File: config.mk
export PLATFORM = sky130hd
export DESIGN_NAME = decode_stage
export DESIGN_NICKNAME = d
export VERILOG_FILES = /design/src/rtl/decode_stage.sv
export SDC_FILE = /design/constraint.sdc
export NUM_CORES = 1
export LEC_CHECK = 0
export CAP_MARGIN = 10
export CORE_ASPECT_RATIO = 1.1
export CORE_MARGIN = 1
export CORE_UTILIZATION = 55
export CTS_CLUSTER_DIAMETER = 150
export DETAILED_ROUTE_END_ITERATION = 8
export PLACE_DENSITY = 0.82
export SLEW_MARGIN = 10
export SYNTH_ARGS = -nofsm -noshare
export SYNTH_HDL_FRONTEND = slang
export SYNTH_SLANG_ARGS = --single-unit
File: constraint.sdc
create_clock -name clk -period 6 [get_ports clk]
set_input_delay 1.5 -clock clk [delete_from_list [all_inputs] [get_ports clk]]
set_output_delay 1.5 -clock clk [all_outputs]
set_load 0.05 [all_outputs]
File: src/rtl/decode_stage.sv
// Decode stage: 4-entry register file with write-bypass and a pending-write scoreboard.
// Issues one instruction per accept, stalling via in_ready while a source is still in flight.
module decode_stage #(
   parameter int DATA_W = 8
) (
   input  logic              clk,
   input  logic              reset,
   input  logic              in_valid,
   output logic              in_ready,
   input  logic [15:0]       instr,
   input  logic              wb_en,
   input  logic [1:0]        wb_addr,
   input  logic [DATA_W-1:0] wb_data,
   output logic [1:0]        op,
   output logic [DATA_W-1:0] src1_value,
   output logic [DATA_W-1:0] src2_value,
   output logic [1:0]        out_dst,
   output logic              out_valid
);

   logic [DATA_W-1:0] regs_q [4];
   logic [DATA_W-1:0] regs_d [4];
   logic [3:0]        pending_q, pending_d;
   logic [1:0]        op_q, op_d;
   logic [DATA_W-1:0] src1_q, src1_d;
   logic [DATA_W-1:0] src2_q, src2_d;
   logic [1:0]        dst_q, dst_d;
   logic              valid_q, valid_d;

   logic [1:0]        instr_op, rd, rs1, rs2;
   logic              imm_sel;
   logic [7:0]        imm8;
   logic [DATA_W-1:0] imm_ext;
   logic              byp1, byp2, haz1, haz2, accept;
   logic [DATA_W-1:0] rs1_val, rs2_val;
   logic              unused_reserved;

   assign instr_op        = instr[15:14];
   assign rd              = instr[13:12];
   assign rs1             = instr[11:10];
   assign imm_sel         = instr[9];
   assign unused_reserved = instr[8];
   assign imm8            = instr[7:0];
   assign rs2             = instr[1:0];
   assign imm_ext         = DATA_W'(imm8);

   // A writeback landing this cycle both forwards its data and resolves the hazard it clears.
   assign byp1    = wb_en && (wb_addr == rs1);
   assign byp2    = wb_en && (wb_addr == rs2);
   assign rs1_val = byp1 ? wb_data : regs_q[rs1];
   assign rs2_val = byp2 ? wb_data : regs_q[rs2];

   assign haz1     = pending_q[rs1] && !byp1;
   assign haz2     = !imm_sel && pending_q[rs2] && !byp2;
   assign in_ready = !(haz1 || haz2);
   assign accept   = in_valid && in_ready;

   always_comb begin
      regs_d    = regs_q;
      pending_d = pending_q;
      op_d      = op_q;
      src1_d    = src1_q;
      src2_d    = src2_q;
      dst_d     = dst_q;
      valid_d   = accept;
      if (wb_en) begin
         regs_d[wb_addr]    = wb_data;
         pending_d[wb_addr] = 1'b0;
      end
      // Set after clear so an issue to the register being written back stays pending.
      if (accept) begin
         pending_d[rd] = 1'b1;
         op_d          = instr_op;
         src1_d        = rs1_val;
         src2_d        = imm_sel ? imm_ext : rs2_val;
         dst_d         = rd;
      end
   end

   always_ff @(posedge clk) begin
      if (reset) begin
         for (int i = 0; i < 4; i++) begin
            regs_q[i] <= '0;
         end
         pending_q <= '0;
         op_q      <= '0;
         src1_q    <= '0;
         src2_q    <= '0;
         dst_q     <= '0;
         valid_q   <= 1'b0;
      end else begin
         regs_q    <= regs_d;
         pending_q <= pending_d;
         op_q      <= op_d;
         src1_q    <= src1_d;
         src2_q    <= src2_d;
         dst_q     <= dst_d;
         valid_q   <= valid_d;
      end
   end

   assign op         = op_q;
   assign src1_value = src1_q;
   assign src2_value = src2_q;
   assign out_dst    = dst_q;
   assign out_valid  = valid_q;

endmodule

# Yosys cells after proc, flatten, opt, wreduce, memory -nomap -nowiden
# Cells that the tools add are included.
# totals
regBits,57
inputBits,30
out_inout_bits,22
word_cells,64
# op_classes
order_cmp,10
n_eq_ne,2
mux,22
bitwise_logic,6
reduce_logical,14
# op_table
cell,n
2-to-1 mux 8 bit,8
binary-select mux 8 bit (select 2 bit),2
bitwise mux 32 bit,1
demux 8 bit (select 2 bit),1
less-than comparator 2 x 3 -> 1 bit (second input constant),4
>= comparator 3 bit (second input constant),3
logical AND 1 bit,9
inverter 2 -> 3 bit,3
2-to-1 mux 4 bit,2
AND 4 bit,1
binary-select mux 1 bit (select 2 bit),2
demux 1 bit (select 2 bit),2
== test 2 bit,2
>= comparator 2 x 1 -> 1 bit (second input constant),2
logical NOT 1 bit,4
2-to-1 mux 1 bit,4
inverter 4 bit,1
OR 4 bit,1
less-than comparator 3 x 1 -> 1 bit (second input constant),1
logical OR 1 bit,1

# Logic depth before layout (Yosys ltp)
# logic_depth
depth_word,9
depth_mapped,6
mapped_depth_nobuf,4

# Least setup slack after synthesis
# OpenSTA, ideal clock, no wires.
# synth_path
kind,input to output
start,input instr[10]
end,output in_ready
arrival_time_ns,3.084
slack_ns,1.416
cell_stages,4
path_buffers,1
path_cell_list,buf_6 > mux4_2 > o31a_1 > nor2_1
# synth_via
elab_chain_cells,6
# synth_rtl
element,line,source
start: declaration,10,"input logic [15:0] instr,"
== test 2 bit,48,assign byp1 = wb_en && (wb_addr == rs1);
logical AND 1 bit,48,
logical NOT 1 bit,53,assign haz1 = pending_q[rs1] && !byp1;
logical AND 1 bit (*),53,
logical OR 1 bit (*),55,assign in_ready = !(haz1 || haz2);
logical NOT 1 bit (*),55,
end: declaration,9,"output logic in_ready,"
# Every way passes the cells marked *; elsewhere a longest branch is shown, timed or not. The select of a mux whose other input is x is not followed.

# Final worst setup path
# layout_path
start,input instr[1]
end,output in_ready
# layout_via
elab_chain_cells,6
# layout_rtl
element,line,source
binary-select mux 1 bit (select 2 bit) / == test 2 bit (equally long branches),"54, 49",
2-to-1 mux 1 bit (not written as such) / logical AND 1 bit (equally long branches),"54, 49",
logical AND 1 bit / logical NOT 1 bit (equally long branches),54,assign haz2 = !imm_sel && pending_q[rs2] && !byp2;
logical AND 1 bit (*),54,
logical OR 1 bit (*),55,
logical NOT 1 bit (*),55,
# Marks and branches as above.

==> results.md <==
* Outcome: finished, final reports clean
* Clk slew on worst S/H paths at 60 ps
* Psw at 277 uW
* Synth area leader: dfxtp_1
* DRC at 0
* Fin Setup TNS at 0 ps
* Internal power at 659 uW
* PwrDens at 251 nW/um^2
* I/O pins at 52
* Maximum vdd drop at 186 uV
* Port Buffers at 50
* Achievable clock frequency at 0.198 GHz
* CTS Hold Bufs at 0
* # rows at 28
* Max_cap viols at 0
* Mapped Nets at 320
* Rel. slew slack at 0.498
* Die Wd at 73.3 um
* Fillers at 435
* Routed wire length at 7.21 mm
* Final hold slack at 457 ps
* Hold Path Stages at 2
* Starting density of the core at 0.570
* Post-DP HPWL at 4.85 mm
* Top FF cell, synth: dfxtp_1
* CTS Buf Count at 9
* Largest net degree at the start of global routing at 51
* Synth Instances at 290
* Initial antenna violation count at 0
* Yosys reg bits at 57
* Unique masters post-synth at 35
* Leading post-synthesis cells by cell area: dfxtp_1 37%, mux2i_1 13%, mux4_2 8.1%
* CTS Sinks at 57
* Routed WL per cell at 17.8 um
* Top fanout value on the critical path at 18
* Pins Over Slew Limit at 0
* Final Net Count at 359
* First-pass DRT Iterations at 5
* Clk network pwr share at 0.337
* Overall routing resource usage at 0.266
* Met3 wire len at 471 um
* CP Data Required Time at 4500 ps
* Max Root-Sink Buffers at 2
* Worst-margin pin slew at 751 ps
* CTS root buf: clkbuf_8
* Minimum clock period at 5040 ps
* Hold crit path type: flip-flop to flip-flop
* Top Layer Used: met4
* Post-synth top cells: 57 x dfxtp_1, 40 x mux2i_1, 32 x nand2_1
* Worst setup EP type: output port
* Total grt overflow at 0
* Final Hold Fails at 0
* First-pass GRT wire length at 11.4 mm
* Crit Path Category: input port to output port
* Met2 wire length at 3.40 mm
* P_leak at 1.45 nW
* Vias in the first global route at 2263
* Fraction of layout cells with a size suffix above 1 at 0.112
* Count leader, synth: dfxtp_1
* RSZ-0062 raised after global routing: no
* Util after Layout at 0.690
* Post-CTS Resized at 0
* Initial DRC count at 240
* Routed via count at 2484
* Reg power frac at 0.440
* Core area at 5400 um^2
* TritonCTS clock tree: done
* Synth Warn # at 0
* Gate power share at 0.223
* Met1 WL at 3.10 mm
* Layout Skew at 12.0 ps
* Mapped Area at 3080 um^2
* Vias per inst at 6.12
* Asr flop ratio synth at 0
* Die Ht at 80.4 um
* Post-synth top area share at 0.371
* Post-route clock period utilization at 0.840
* CTS H-Tree Depth at 3
* Layout area overhead at 21.0%
* Clk_lat worst skew at 340 ps
* Tot Pwr at 936 uW
* # diodes at 0
* Setup violators final at 0
* DIE AREA at 5890 um^2
* Sw frac at 0.296
* CP arrival at 3540 ps
* Syn_area_per_cell at 10.6 um^2
* Sequential-to-total area share from yosys stat at 0.371
* EDFF count, synth at 0
* Worst setup SP type: input port
* ANT nets after route at 0
* GPL Wtd Cong at 0.858
* Setup Fix Bufs, Post-CTS at 0
* Reg2Reg Depth at 4
==> cells in the final DEF (no fill, tap or decap) <==
master,instances
nand3_1,4
o311ai_4,1
xor2_4,1
nand4_1,4
a211oi_1,8
inv_1,5
nand2_1,32
o41ai_4,1
nor3_1,1
and3_1,1
nand3b_1,3
mux2i_1,40
clkinv_1,1
o41ai_1,3
o221ai_1,8
xor2_1,2
mux4_1,7
clkbuf_8,12
mux4_2,11
nor2_1,26
nand3_4,1
o311a_1,1
xor2_2,1
a21oi_1,12
buf_4,6
nor3_4,2
clkbuf_1,1
clkdlybuf4s50_1,49
o31ai_1,12
a31oi_1,8
dfxtp_1,57
o31ai_4,1
o31a_1,9
==> sequential cells by signal (all words and copies together) (netlist names) <==
signal and flops:
op 2, out_dst 2, out_valid 1, pending_q 4, regs_q 32, src1_value 8, src2_value 8
==> final cells by class <==
type	count	area, um^2	area share
clock buffers	13	169	0.0454
repair buffers	55	536	0.144
well taps	75	93.8	0.0252
flip-flops and latches	57	1140	0.307
multi-input cells	200	1760	0.473
inverters	6	22.5	0.00605
==> path summary, 6_finish.rpt <==
kind / from / end / slack [ps]
setup / recovery: instr[1] / in_ready / 960
hold / removal: src2_value[3]$_SDFFE_PP0P_ / src2_value[3]$_SDFFE_PP0P_ / 460
setup reg to reg: pending_q[3]$_SDFF_PP0_ / pending_q[1]$_SDFF_PP0_ / 4160
hold reg to reg: src2_value[3]$_SDFFE_PP0P_ / src2_value[3]$_SDFFE_PP0P_ / 460
==> worst max-delay path, cell delays in order <==
cell and delay, ps:
clkdlybuf4s50_1 910, xor2_4 460, o311a_1 400, nor2_1 70, buf_4 200
==> cell families after synthesis <==
family	Yosys count	synth area share
buf+inv	33	0.0565
flops	57	0.371
simple gates	74	0.113
compound gates	64	0.169
xor+xnor	4	0.0199
mux	58	0.271
==> power groups by stage <==
| stage | logic [mW] | registers [mW] | clock network (mW) |
|---|---|---|---|
| 5_1_grt | 0.222 | 0.413 | 0.336 |
| 4_1_cts | 0.209 | 0.411 | 0.320 |
| 2_1_floorplan | 0.105 | 0.457 | 0 |
| 6_report | 0.209 | 0.411 | 0.315 |
| 3_3_place_gp | 0.205 | 0.418 | 0 |
| 3_5_place_dp | 0.207 | 0.419 | 0 |
==> metrics by stage <==
stage | worst slack [ps] | instances | instance area, um^2
2_1_floorplan | 1420 | 290 | 3080
3_3_place_gp | 1040 | 393 | 3550
3_5_place_dp | 991 | 393 | 3550
4_1_cts | 986 | 406 | 3720
5_1_grt | 878 | 406 | 3720
6_report | 959 | 406 | 3720
==> per-layer routing <==
layer,track usage,up-vias
met4,0.146,0
met2,0.412,101
met1,0.334,1188
met5,0,-
met3,0.0715,19
li1,-,1176
Note: power is estimated with default switching activity, not from simulation.
